### src/rtl/sequence_gen_pkg.sv
// Shared constants for the serial sequence generator: default widths and FSM state encoding.
package sequence_gen_pkg;

    localparam int unsigned PAT_W_DEF = 8;
    localparam int unsigned CNT_W_DEF = 4;
    localparam int unsigned STATE_W   = 2;

    typedef enum logic [STATE_W-1:0] {
        ST_IDLE  = 2'd0,
        ST_SHIFT = 2'd1,
        ST_GAP   = 2'd2,
        ST_DONE  = 2'd3
    } state_e;

endpackage

### src/rtl/sequence_generator_if.sv
// Request/config and serial-output bundle of the sequence generator.
interface sequence_generator_if
    import sequence_gen_pkg::*;
#(
    parameter int unsigned PAT_W = PAT_W_DEF,
    parameter int unsigned CNT_W = CNT_W_DEF
);
    localparam int unsigned LEN_W = (PAT_W > 1) ? $clog2(PAT_W) : 1;

    logic               start;
    logic [PAT_W-1:0]   pattern;
    logic [LEN_W-1:0]   pat_len;
    logic [CNT_W-1:0]   repeat_cnt;
    logic [CNT_W-1:0]   gap;
    logic               out_stream;
    logic               out_valid;
    logic               busy;
    logic               done;
    logic [STATE_W-1:0] state;

    modport master (
        output start, pattern, pat_len, repeat_cnt, gap,
        input  out_stream, out_valid, busy, done, state
    );

    modport slave (
        input  start, pattern, pat_len, repeat_cnt, gap,
        output out_stream, out_valid, busy, done, state
    );

endinterface

### src/rtl/seq_shift_reg.sv
// Loadable MSB-first shift register: keeps a captured copy for reloads and a registered serial bit.
module seq_shift_reg #(
    parameter int unsigned PAT_W = 8,
    parameter int unsigned LEN_W = 3
) (
    input  logic             clk,
    input  logic             sync_reset,
    input  logic             load,
    input  logic             reload,
    input  logic             shift,
    input  logic [PAT_W-1:0] pattern,
    input  logic [LEN_W-1:0] pat_len,
    output logic             bit_out,
    output logic             last_c
);

    logic [PAT_W-1:0] pat_cap_q;
    logic [LEN_W-1:0] len_cap_q;
    logic [PAT_W-1:0] sr_q;
    logic [LEN_W-1:0] idx_q;
    logic             bit_q;
    logic [PAT_W-1:0] load_al_c;
    logic [PAT_W-1:0] reload_al_c;

    // Left-align so bit pat_len sits in the MSB; bits above pat_len fall off.
    always_comb begin
        load_al_c   = pattern   << (LEN_W'(PAT_W - 1) - pat_len);
        reload_al_c = pat_cap_q << (LEN_W'(PAT_W - 1) - len_cap_q);
    end

    // The current bit is in bit_q; idx_q counts the bits still to follow it.
    always_ff @(posedge clk) begin
        if (sync_reset) begin
            pat_cap_q <= '0;
            len_cap_q <= '0;
            sr_q      <= '0;
            idx_q     <= '0;
            bit_q     <= 1'b0;
        end else if (load) begin
            pat_cap_q <= pattern;
            len_cap_q <= pat_len;
            bit_q     <= load_al_c[PAT_W-1];
            sr_q      <= load_al_c << 1;
            idx_q     <= pat_len;
        end else if (reload) begin
            bit_q     <= reload_al_c[PAT_W-1];
            sr_q      <= reload_al_c << 1;
            idx_q     <= len_cap_q;
        end else if (shift) begin
            bit_q     <= sr_q[PAT_W-1];
            sr_q      <= sr_q << 1;
            idx_q     <= idx_q - LEN_W'(1);
        end else begin
            bit_q     <= 1'b0;
        end
    end

    assign bit_out = bit_q;
    assign last_c  = (idx_q == '0);

endmodule

### src/rtl/sequence_generator.sv
// Serial pattern generator: repeats a captured pattern MSB-first with optional idle gaps.
module sequence_generator
    import sequence_gen_pkg::*;
#(
    parameter int unsigned PAT_W = PAT_W_DEF,
    parameter int unsigned CNT_W = CNT_W_DEF
) (
    input  logic                 clk,
    input  logic                 sync_reset,
    sequence_generator_if.slave  bus
);

    localparam int unsigned LEN_W = (PAT_W > 1) ? $clog2(PAT_W) : 1;

    state_e           state_q, state_d;
    logic [CNT_W-1:0] rep_q, rep_d;
    logic [CNT_W-1:0] gap_cap_q, gap_cap_d;
    logic [CNT_W-1:0] gcnt_q, gcnt_d;
    logic             load_c, reload_c, shift_c;
    logic             last_c;
    logic             bit_out;
    logic             out_valid_q, busy_q, done_q;

    seq_shift_reg #(
        .PAT_W (PAT_W),
        .LEN_W (LEN_W)
    ) u_shift (
        .clk        (clk),
        .sync_reset (sync_reset),
        .load       (load_c),
        .reload     (reload_c),
        .shift      (shift_c),
        .pattern    (bus.pattern),
        .pat_len    (bus.pat_len),
        .bit_out    (bit_out),
        .last_c     (last_c)
    );

    // State, counters and status flags; status is derived from the next state so it lines up with the bit.
    always_ff @(posedge clk) begin
        if (sync_reset) begin
            state_q     <= ST_IDLE;
            rep_q       <= '0;
            gap_cap_q   <= '0;
            gcnt_q      <= '0;
            out_valid_q <= 1'b0;
            busy_q      <= 1'b0;
            done_q      <= 1'b0;
        end else begin
            state_q     <= state_d;
            rep_q       <= rep_d;
            gap_cap_q   <= gap_cap_d;
            gcnt_q      <= gcnt_d;
            out_valid_q <= (state_d == ST_SHIFT);
            busy_q      <= (state_d != ST_IDLE);
            done_q      <= (state_d == ST_DONE);
        end
    end

    // rep_q holds the passes still owed after the current one.
    always_comb begin
        state_d   = state_q;
        rep_d     = rep_q;
        gap_cap_d = gap_cap_q;
        gcnt_d    = gcnt_q;
        load_c    = 1'b0;
        reload_c  = 1'b0;
        shift_c   = 1'b0;
        unique case (state_q)
            ST_IDLE: begin
                if (bus.start) begin
                    load_c    = 1'b1;
                    rep_d     = bus.repeat_cnt;
                    gap_cap_d = bus.gap;
                    state_d   = ST_SHIFT;
                end
            end
            ST_SHIFT: begin
                if (!last_c) begin
                    shift_c = 1'b1;
                end else if (rep_q == '0) begin
                    state_d = ST_DONE;
                end else begin
                    rep_d = rep_q - CNT_W'(1);
                    if (gap_cap_q != '0) begin
                        gcnt_d  = gap_cap_q - CNT_W'(1);
                        state_d = ST_GAP;
                    end else begin
                        reload_c = 1'b1;
                    end
                end
            end
            ST_GAP: begin
                if (gcnt_q == '0) begin
                    reload_c = 1'b1;
                    state_d  = ST_SHIFT;
                end else begin
                    gcnt_d = gcnt_q - CNT_W'(1);
                end
            end
            ST_DONE: begin
                state_d = ST_IDLE;
            end
            default: begin
                state_d = ST_IDLE;
            end
        endcase
    end

    assign bus.out_stream = bit_out;
    assign bus.out_valid  = out_valid_q;
    assign bus.busy       = busy_q;
    assign bus.done       = done_q;
    assign bus.state      = STATE_W'(state_q);

endmodule

### src/flat_wrapper.sv
// flat-port wrapper written by rule: the top's interface ports become plain ports
module sequence_generator_flat import sequence_gen_pkg::*;
#(
    parameter int unsigned PAT_W = PAT_W_DEF,
    parameter int unsigned CNT_W = CNT_W_DEF
)
  (clk, sync_reset, bus_start, bus_pattern, bus_pat_len, bus_repeat_cnt, bus_gap, bus_out_stream, bus_out_valid, bus_busy, bus_done, bus_state);
  sequence_generator_if #(.PAT_W(PAT_W), .CNT_W(CNT_W)) bus_i ();
  input  logic clk;
  input  logic sync_reset;
  input wire logic [$bits(bus_i.start)-1:0] bus_start;
  input wire logic [$bits(bus_i.pattern)-1:0] bus_pattern;
  input wire logic [$bits(bus_i.pat_len)-1:0] bus_pat_len;
  input wire logic [$bits(bus_i.repeat_cnt)-1:0] bus_repeat_cnt;
  input wire logic [$bits(bus_i.gap)-1:0] bus_gap;
  output wire logic [$bits(bus_i.out_stream)-1:0] bus_out_stream;
  output wire logic [$bits(bus_i.out_valid)-1:0] bus_out_valid;
  output wire logic [$bits(bus_i.busy)-1:0] bus_busy;
  output wire logic [$bits(bus_i.done)-1:0] bus_done;
  output wire logic [$bits(bus_i.state)-1:0] bus_state;
  assign bus_i.start = bus_start;
  assign bus_i.pattern = bus_pattern;
  assign bus_i.pat_len = bus_pat_len;
  assign bus_i.repeat_cnt = bus_repeat_cnt;
  assign bus_i.gap = bus_gap;
  assign bus_out_stream = bus_i.out_stream;
  assign bus_out_valid = bus_i.out_valid;
  assign bus_busy = bus_i.busy;
  assign bus_done = bus_i.done;
  assign bus_state = bus_i.state;
  sequence_generator #(.PAT_W(PAT_W), .CNT_W(CNT_W)) u_core (.clk(clk), .sync_reset(sync_reset), .bus(bus_i));
endmodule
### config.mk
export PLATFORM = sky130hd
export DESIGN_NAME = sequence_generator_flat
export DESIGN_NICKNAME = d
export VERILOG_FILES = /design/src/rtl/sequence_gen_pkg.sv /design/src/rtl/sequence_generator_if.sv /design/src/rtl/seq_shift_reg.sv /design/src/rtl/sequence_generator.sv /design/src/flat_wrapper.sv
export SDC_FILE = /design/constraint.sdc
export NUM_CORES = 1
export LEC_CHECK = 0
export ABC_AREA = 1
export CELL_PAD_IN_SITES_DETAIL_PLACEMENT = 1
export CELL_PAD_IN_SITES_GLOBAL_PLACEMENT = 2
export CORE_UTILIZATION = 30
export DETAILED_ROUTE_END_ITERATION = 8
export PLACE_DENSITY = 0.81
export SLEW_MARGIN = 20
export SYNTH_ARGS = -nofsm -noshare
export SYNTH_HDL_FRONTEND = slang
export SYNTH_HIERARCHICAL = 1
export SYNTH_SLANG_ARGS = --single-unit
### constraint.sdc
create_clock -name clk -period 2.4 [get_ports clk]
set_input_delay 0.48 -clock clk [delete_from_list [all_inputs] [get_ports clk]]
set_output_delay 0.48 -clock clk [all_outputs]
set_load 0.02 [all_outputs]
==> qor.csv, run 1 <==
metric,value,unit
initial_core_util,31.60,%
synth_cell_types,31,
skew,0.01288,ns
firstDrtPassIters,5,
cts.htree.levels,2,
cp_slowest_cell,dfxtp_1,
syn_nets,417,
grt_max_degree,17,
path_cells,"inv_1, ha_1, ha_1, inv_1, nor2_1, nand3_1, a21boi_2, buf_4, nand2_1, inv_1, nand3_1, nand3_1, nand3_1, a21oi_1",
root_buffer,clkbuf_8,
synth_area,2480,um2
power_density,1182,nW/um2
cp.required,2.63,ns
p_leak,0.001346,uW
nFillCells,1051,
start_kind,flop,
whs,0.4648,ns
post_cts.repair.setup_buffers,0,
fmax,488.6,MHz
synth-seq-cells,39,
holdCritPathClass,flop to flop,
insertion_delay,0.30,ns
drv_slew,0,
first_iter_violations,99,
final-setup-viol-count,0,
core,7848,um2
ff_latch_area,780.7,um2
maxSlewHeadroom,70.24,%
drive_gt1_share,10.02,%
cp.buffers_inverters,4,
worst_pin_slew,0.4451,ns
avgSynthCellArea,6.391,um2
worstPathArrival,2.27,ns
hpwl,5566,um
end_kind,flop,
yosys-top-cells-area,"dfxtp_1, nand2_1, nand3_1",
grt_pass1_vias,2575,
fin_crit,2.047,ns
clockBufferDepth,2,
ys_warn_count,6,
route.detailed.wl_per_inst,13.61,um
critPathMostFrequentCell,nand3_1,
nNetsFinal,447,
grt_use_total,18.01,%
areaGrowthSynthToFinish,20.13,%
drtAntennaViolNets,0,
die-area,8634,um2
n_antenna_cell,0,
routabilityCongestion,0.8478,
placementRows,32,
outcome,completed,
crit_type,flop to flop,
synth.largest_area_cell,dfxtp_1,
multi_input_comb_area,1419,um2
wl,7093,um
final_util,37.96,%
antenna_found_initial,0,
ios,28,
grt_pass1_wl,12310,um
slowest_delay,0.31,ns
timing.final.crit_share,85.29,%
cap_violations,0,
die_w,92.92,um
cts-buffers-inserted,5,
synth_top_area_share,31.48,%
io_buffer_count,27,
rsz0062_at_grt,no,
critPathTopFamily,simple AND/OR/NAND/NOR gates,
cts.clk_slew.worst_paths,0.09,ns
worstPathMaxFanout,4,
syn_inst,388,
vias,2581,
ys_seq_area_share,31.48,%
hold_violations,0,
ir_drop,0.3757,mV
die_h,92.92,um
remaining_drc_errors,0,
cts_tree,done,
clock-sinks,39,
finalSetupTns,0,ns
via_per_inst,4.954,
grt-ovfl-total,0,
==> power by group <==
part / leakage [uW] / internal (uW) / switching, uW
clock: 0.0000654 / 416 / 242
combinational: 0.000959 / 685 / 1160
sequential: 0.000322 / 870 / 152
==> stage by stage <==
step	area [um2]	total power (uW)	setup WS (ns)	std cells
global placement	2843	2858	0.2234	513
detailed placement	2843	2882	0.2104	513
CTS	2975	3569	0.1830	521
finish	2979	3521	0.3532	521
floorplan	2480	2421	0.2452	388
global route	2979	3876	0.05342	521
==> layer usage <==
layer | global-route usage [%] | up-vias | share of wire, % | wire length (um)
met5 | 0 | - | 0 | 0
met1 | 22.67 | 1215 | 47 | 3300
met3 | 2.709 | 4 | 4.1 | 291
met4 | 4.744 | 0 | 0.94 | 67
met2 | 31.74 | 55 | 48 | 3434
li1 | - | 1307 | - | -
==> kinds of logic (layout without fill, tap and decap cells) <==
| group | Yosys count | count (layout) | share of synthesized area (%) |
|---|---|---|---|
| buffers and inverters | 61 | 92 | 11.45 |
| AOI/OAI and AO/OA | 63 | 63 | 14.53 |
| xor gates and xnor gates | 1 | 1 | 0.3532 |
| adders and majority gates | 7 | 7 | 3.532 |
| and+or+nand+nor | 217 | 217 | 38.65 |
| DFF | 39 | 39 | 31.48 |
==> final cells by class <==
class                      instances  area share, %
multi-input combinational        288          47.63
sequential                        39          26.21
timing repair buffer              35          11.09
clock inverter                     2          2.016
inverter                          49          6.342
clock buffer                       6          2.436
tap                              102          4.284
==> layout by cell type, fill, tap and decap left out, types with 4 or more instances in the layout <==
| cell | instances |
|---|---|
| a21oi_1 | 19 |
| buf_4 | 8 |
| clkbuf_8 | 5 |
| clkdlybuf4s50_1 | 27 |
| dfxtp_1 | 39 |
| ha_1 | 7 |
| inv_1 | 40 |
| inv_2 | 8 |
| nand2_1 | 97 |
| nand2_2 | 4 |
| nand3_1 | 51 |
| nor2_1 | 55 |
| nor2_4 | 5 |
| o211ai_1 | 5 |
| o21ai_0 | 27 |
| o21ai_2 | 4 |
==> final timing paths <==
path	start	endpoint	slack (ns)	cells after the start
worst max-delay path	u_core/u_shift/idx_q[0]	u_core/u_shift/sr_q[6]	0.35	14
worst min-delay path	u_core/u_shift/pat_cap_q[7]	u_core/u_shift/pat_cap_q[7]	0.46	2
worst max register to register	u_core/u_shift/idx_q[0]	u_core/u_shift/sr_q[6]	0.35	14
worst min register to register	u_core/u_shift/pat_cap_q[7]	u_core/u_shift/pat_cap_q[7]	0.46	2
==> cell usage after synthesis <==
library cell,count
a31oi_1,1
o211ai_1,5
xor2_1,1
nand4_1,2
o21ai_1,1
a22oi_1,1
a21oi_1,19
nand3_1,51
nor2_4,5
inv_6,1
inv_1,40
a21oi_2,1
buf_6,5
o22ai_1,1
nand2_1,97
nand2_4,1
dfxtp_1,39
nand3_4,1
buf_4,2
o21ai_2,4
o21ai_0,27
a41oi_1,1
buf_2,4
ha_1,7
clkbuf_1,1
inv_2,8
a21boi_0,1
nand2_2,4
a211oi_1,1
nand3_2,1
nor2_1,55
==> registers in the layout, summed over array words and instances (netlist names) <==
signal,count
u_core/bus.busy,1
u_core/bus.done,1
u_core/bus.out_valid,1
u_core/bus.state,2
u_core/gap_cap_q,4
u_core/gcnt_q,4
u_core/rep_q,4
u_core/u_shift/bit_out,1
u_core/u_shift/idx_q,3
u_core/u_shift/len_cap_q,3
u_core/u_shift/pat_cap_q,8
u_core/u_shift/sr_q,7
==> worst reg2reg max path: stages, from the launching register on <==
cell and delay (ns):
dfxtp_1 0.31, inv_1 0.07, ha_1 0.15, ha_1 0.25, inv_1 0.10, nor2_1 0.10, nand3_1 0.09, a21boi_2 0.17
buf_4 0.15, nand2_1 0.05, inv_1 0.13, nand3_1 0.12, nand3_1 0.09, nand3_1 0.09, a21oi_1 0.12
==> what timing repair did <==
item / in CTS / in global routing
resized for setup: 0 / 2
endpoints found under the setup margin: 0 / 7
hold buffers: 0 / 0
Note: power is estimated with default switching activity, not from simulation.
==> run 2, diff against run 1 <==
Settings changed: SKIP_CTS_REPAIR_TIMING set to 1.
==> results of run 2 <==
The final DEF is identical to that of run 1; final timing and power are the same.
==> variant 1: new RTL, config.mk and constraints of run 2 <==
Change the package constant `PAT_W_DEF` from 8 to 16.
--- a/src/rtl/sequence_gen_pkg.sv
+++ b/src/rtl/sequence_gen_pkg.sv
@@ -1,7 +1,7 @@
 // Shared constants for the serial sequence generator: default widths and FSM state encoding.
 package sequence_gen_pkg;
 
-    localparam int unsigned PAT_W_DEF = 8;
+    localparam int unsigned PAT_W_DEF = 16;
     localparam int unsigned CNT_W_DEF = 4;
     localparam int unsigned STATE_W   = 2;
 
Ports: changed (resized bus_pat_len and bus_pattern); port bits go from 28 to 37. The function was not compared with the original's and may differ.
==> variant 1 against run 2 <==
  * Cell area is 70% higher
  * Synthesized area is 68% higher
  * Worst setup slack worse by 300 ps
  * Highest routed layer unchanged
  * Total power is 62% higher
  * Clock skew is 4.4 ps lower
  * Combinational power is 58% higher
  * Sequential share of layout area is 3.6 points lower
  * Critical path depth is 2 higher
  * Sequential cell count is 18 higher
  * Wire length is 110% higher
==> variant 1: results (changes against run 2) <==
stage,metric,value,unit,change
worst_setup_path,CP arrival,2570,ps,+300 ps
global_route,GRT Util Overall,21.17,%,+3.2 points
outcome,status,finished clean,,
sta,clk_skew,8.452,ps,-4.427 ps
synthesis,Synth Instances,663,,+71%
pwr,maximum vdd drop,0.3949,mV,+5.1%
sta,final worst-path cycle share,97.90,%,+13 points
placement,Detailed Place HPWL,10990,um,+97%
placement,"Cell Area, Placed",0.004652,mm^2,+64%
cells_and_area,Top Registers,"u_core/u_shift/pat_cap_q (16), u_core/u_shift/sr_q (15)",,
clock_network,clk slew on worst S/H paths,60,ps,-30 ps
sta,Slew headroom,67.21,%,-3.0 points
worst_setup_path,crit-path max FO,9,,+5
clock_network,H-tree levels,3,,+1
synthesis,"Net Count, Synth",700,,+68%
clock_network,clock root cell,clkbuf_16,,
placement,dpl cells,862,,+68%
synthesis,Netlist cell types,40,,+29%
synthesis,post-synthesis sequential area ratio,27.31,%,-4.2 points
drt,routed len/inst,16.53,um,+21%
placement,gpl congestion,0.8863,,+4.5%
global_route,vias in the first global route,4630,,+80%
worst_setup_path,Worst R2R Setup Slack,50,ps,-300 ps
drt,DR pass1 iterations,4,,-1
drt,via/cell ratio,5.096,,+2.9%
placement,port bufs,36,,+33%
cells_and_area,Nets,744,,+66%
clock_network,worst-skew pair later-pin latency,340,ps,+40 ps
global_route,first-pass GRT wire length,23760,um,+93%
drt,total number of vias,4520,,+75%
clock_network,Num CTS Buffers,9,,+4
[variant 1: cell types whose count changed after synthesis, sizes merged, moves of 2 or more]
| cell | run 2 | this run |
|---|---|---|
| nand2 | 102 | 198 |
| nand3 | 53 | 110 |
| o21ai | 32 | 61 |
| nor2 | 60 | 81 |
| dfxtp | 39 | 57 |
| buf | 11 | 26 |
| a21oi | 20 | 32 |
| inv | 49 | 58 |
| clkbuf | 1 | 6 |
| nand4 | 2 | 7 |
| a31oi | 1 | 3 |
| nor3 | 0 | 2 |
| o211ai | 5 | 7 |
[variant 1: logic make-up (layout without fill, tap and decap cells)]
family | after synthesis | count (layout) | synth area share, %
flops | 57 | 57 | 27.31
fa+ha+maj | 6 | 6 | 1.797
xor+xnor | 1 | 1 | 0.2097
compound gates | 110 | 110 | 15.06
buf+inv | 90 | 138 | 11.65
simple gates | 399 | 399 | 43.97
[variant 1: path summary, 6_finish.rpt]
| path | startpoint | cells after the start | endpoint |
|---|---|---|---|
| hold / removal | u_core/rep_q[1] | 2 | u_core/rep_q[1] |
| hold reg to reg | u_core/rep_q[1] | 2 | u_core/rep_q[1] |
| setup / recovery | u_core/u_shift/idx_q[1] | 16 | u_core/u_shift/idx_q[0] |
| setup reg to reg | u_core/u_shift/idx_q[1] | 16 | u_core/u_shift/idx_q[0] |
[variant 1: area by class of cell]
| type | count | area, um^2 | area share, % |
|---|---|---|---|
| Multi-Input combinational cell | 516 | 2572 | 50.87 |
| Sequential cell | 57 | 1141 | 22.56 |
| Timing Repair Buffer | 65 | 594.3 | 11.75 |
| Clock buffer | 10 | 239.0 | 4.725 |
| Inverter | 58 | 234.0 | 4.626 |
| Tap cell | 176 | 220.2 | 4.354 |
| Clock inverter | 5 | 56.30 | 1.113 |
[variant 1: routing by layer]
metal / routed length, um / track usage [%]
met4: 186 / 8.047
met1: 7184 / 28.59
met2: 6873 / 34.09
met5: 0 / 0
met3: 416 / 2.709
[variant 1: worst max-delay path, cell delays in order, from the launching register on]
cell        delay [ps]
dfxtp_1            330
inv_2               90
ha_4               140
nand2_1             80
nor2_2             150
inv_2               60
nor2_1             120
nand3_1             80
a21boi_1           150
buf_4              150
inv_4               70
nand2_4             90
clkinvlp_4         160
buf_4              170
buf_4              120
a22oi_1            150
a31oi_1            110
[variant 1: power by group]
part / total (uW) / internal [uW] / switching (uW)
combinational: 2910 / 1090 / 1820
clock: 1300 / 823 / 478
sequential: 1500 / 1270 / 225
==> variant 2: new RTL, settings of run 2 <==
Without the edit above. Make the reset (`sync_reset`) asynchronous in 2 clocked blocks.
--- a/src/rtl/seq_shift_reg.sv
+++ b/src/rtl/seq_shift_reg.sv
@@ -29,7 +29,7 @@
     end
 
     // The current bit is in bit_q; idx_q counts the bits still to follow it.
-    always_ff @(posedge clk) begin
+    always_ff @(posedge clk or posedge sync_reset) begin
         if (sync_reset) begin
             pat_cap_q <= '0;
             len_cap_q <= '0;
--- a/src/rtl/sequence_generator.sv
+++ b/src/rtl/sequence_generator.sv
@@ -37,7 +37,7 @@
     );
 
     // State, counters and status flags; status is derived from the next state so it lines up with the bit.
-    always_ff @(posedge clk) begin
+    always_ff @(posedge clk or posedge sync_reset) begin
         if (sync_reset) begin
             state_q     <= ST_IDLE;
             rep_q       <= '0;
Check against the original RTL: differs if sync_reset is asserted again (counterexample within 4 cycles, from zero or initial values and one cycle with sync_reset high); with sync_reset held inactive, the same outputs for 10 cycles.
==> variant 2 against run 2 <==
  * Wire length decreased by 5.1%
  * Cell area up 2.1%
  * Cell count decreased by 5.0%
  * Sequential cell count did not move
  * Critical endpoint is now u_core/u_shift/sr_q[4]
  * Synthesized area up 1.9%
  * Synthesized cell count decreased by 7.7%
  * Via count is 8.0% lower
  * Utilization decreased by 0.76 points
  * Worst setup slack worse by 57 ps
  * Count of clock-buffer cells in the layout did not move
Power is not compared: it rests on default switching activity, and its combinational part moved more than twofold at a synthesized area within 25%.
==> variant 2: results (changes against run 2) <==
stage,metric,value,unit,change
sta,clk_skew,6.514,ps,-6.365 ps
synthesis,Post-Synth Adder-Cell Area,3.467,%,-0.065 points
synthesis,Synth Area in XOR/XNOR,1.040,%,+0.69 points
synthesis,post-synthesis sequential area ratio,38.63,%,+7.1 points
drt,DR pass1 iterations,4,,-1
worst_setup_path,RR Startpoint,u_core/bus.state[0],,
worst_setup_path,RR Endpoint,u_core/u_shift/sr_q[4],,
global_route,largest net degree at the start of global routing,26,,+9
worst_setup_path,Worst R2R Setup Slack,300,ps,-60 ps
global_route,first-pass GRT wire length,11620,um,-5.6%
drt,via/cell ratio,4.798,,-3.1%
placement,port bufs,27,,unchanged
synthesis,ys async rst share,100.0,%,+100 points
worst_setup_path,CP arrival,2300,ps,+30 ps
drt,DRT iter0 DRCs,78,,-21%
clock_network,clock root cell,clkbuf_8,,
drt,total number of vias,2375,,-8.0%
placement,dpl cells,487,,-5.1%
worst_setup_path,crit-path max FO,13,,+9
synthesis,"Net Count, Synth",387,,-7.2%
cells_and_area,Filler cells,1040,,-1.0%
worst_setup_path,crit end category,flip-flop,,
clock_network,clk slew on worst S/H paths,80,ps,
synthesis,Post-synth top cells,"nand2_1 (116), dfrtp_1 (39), inv_1 (38)",,
cells_and_area,Nets,418,,-6.5%
placement,gpl congestion,0.8319,,-1.9%
worst_setup_path,R2R depth,12,,-2
placement,Detailed Place HPWL,5289,um,-5.0%
outcome,status,finished clean,,
synthesis,ranking of synthesized cells by area,"dfrtp_1 (39%), nand2_1 (17%), nand3_1 (6.9%)",,
global_route,total grt overflow,0,,unchanged
synthesis,Netlist cell types,34,,+9.7%
worst_setup_path,"CP delay by family, top",simple AND/OR/NAND/NOR gates,,
synthesis,post-synthesis mux area share,0.3962,%,+0.40 points
global_route,initial antenna violation count,0,,unchanged
drt,routed len/inst,13.60,um,about the same
cells_and_area,share of layout cells above drive strength 1,11.03,%,+1.0 points
synthesis,Synth Instances,358,,-7.7%
worst_setup_path,Worst path slowest cell,dfrtp_1,,
clock_network,worst-skew pair later-pin latency,300,ps,about the same
global_route,GRT Util Overall,16.98,%,-1.0 points
sta,Slew headroom,55.22,%,-15 points
global_route,vias in the first global route,2492,,-3.2%
synthesis,Synth Area in Compound Gates,14.46,%,-0.068 points
worst_setup_path,Slowest Stage Delay on Critical Path,430,ps,+120 ps
worst_setup_path,Worst Setup SP,u_core/bus.state[0],,
variant 2: cell count changes in the layout (fill, tap and decap cells not counted), moves of 5 or more:
cell / before / now
a21oi_1: 19 / 9
dfxtp_1: 39 / 0
nor2_1: 55 / 26
nand3_1: 51 / 35
nor2_2: 0 / 5
dfrtp_1: 0 / 39
nand2_1: 97 / 116
variant 2: kinds of logic after synthesis:
| family | after synthesis |
|---|---|
| multiplexers | 1 |
| AO/OA/AOI/OAI | 59 |
| buffers and inverters | 55 |
| adder cells (fa/ha/maj) | 7 |
| flip-flops | 39 |
| XOR/XNOR | 3 |
| AND/OR/NAND/NOR | 194 |
variant 2: layout make-up:
| type | count | area, um^2 | area share (%) |
|---|---|---|---|
| clock buffer | 6 | 82.58 | 2.715 |
| tap | 105 | 131.4 | 4.319 |
| multi-input combinational | 264 | 1320 | 43.40 |
| inverter | 45 | 173.9 | 5.718 |
| timing repair buffer | 34 | 322.8 | 10.61 |
| clock inverter | 2 | 35.03 | 1.152 |
| sequential | 39 | 975.9 | 32.09 |
variant 2: power by group through the flow:
stage          Clock, uW  Sequential [uW]  Combinational, uW
2_1_floorplan          0              670               32.6
3_3_place_gp           0              670               83.6
3_5_place_dp           0              670               84.7
4_1_cts              595              656               85.1
5_1_grt              632              656               94.2
6_report             577              656               82.6
variant 2: tightest hold or removal path: stages, from the launching register on:
cell	delay [ps]
dfrtp_1	370
nand2_1	70
nand2_1	50
variant 2: how the worst min path moves through the flow:
| stage | start | end | depth (start not counted) |
|---|---|---|---|
| after floorplan | sync_reset | u_core/bus.busy | 1 |
| after global placement | u_core/u_shift/pat_cap_q[1] | u_core/u_shift/pat_cap_q[1] | 2 |
| after detailed placement | u_core/gap_cap_q[3] | u_core/gap_cap_q[3] | 2 |
| after CTS | u_core/gap_cap_q[3] | u_core/gap_cap_q[3] | 2 |
| after global routing | u_core/gap_cap_q[3] | u_core/gap_cap_q[3] | 2 |
| final | u_core/u_shift/pat_cap_q[1] | u_core/u_shift/pat_cap_q[1] | 2 |
variant 2: metrics by stage:
stage | cell area (um^2) | hold WS, ps | power [uW] | util [%] | setup WS [ps]
floorplan | 2526 | 406.1 | 702.2 | - | 166.1
global placement | 2909 | 487.9 | 753.1 | 35.58 | 252.2
detailed placement | 2909 | 498.4 | 754.2 | 35.58 | 215.0
CTS | 3027 | 520.2 | 1337 | 37.02 | 209.9
global route | 3042 | 544.3 | 1383 | 37.21 | 28.67
finish | 3042 | 517.6 | 1316 | 37.21 | 295.7
variant 2: metal layers:
metal	vias to the layer above	part of all wire, %	GRT usage (%)
met5	-	0	0
met4	0	1.5	4.744
met3	10	3.4	3.964
met2	41	50	30.41
met1	1116	45	20.08
li1	1208	-	-
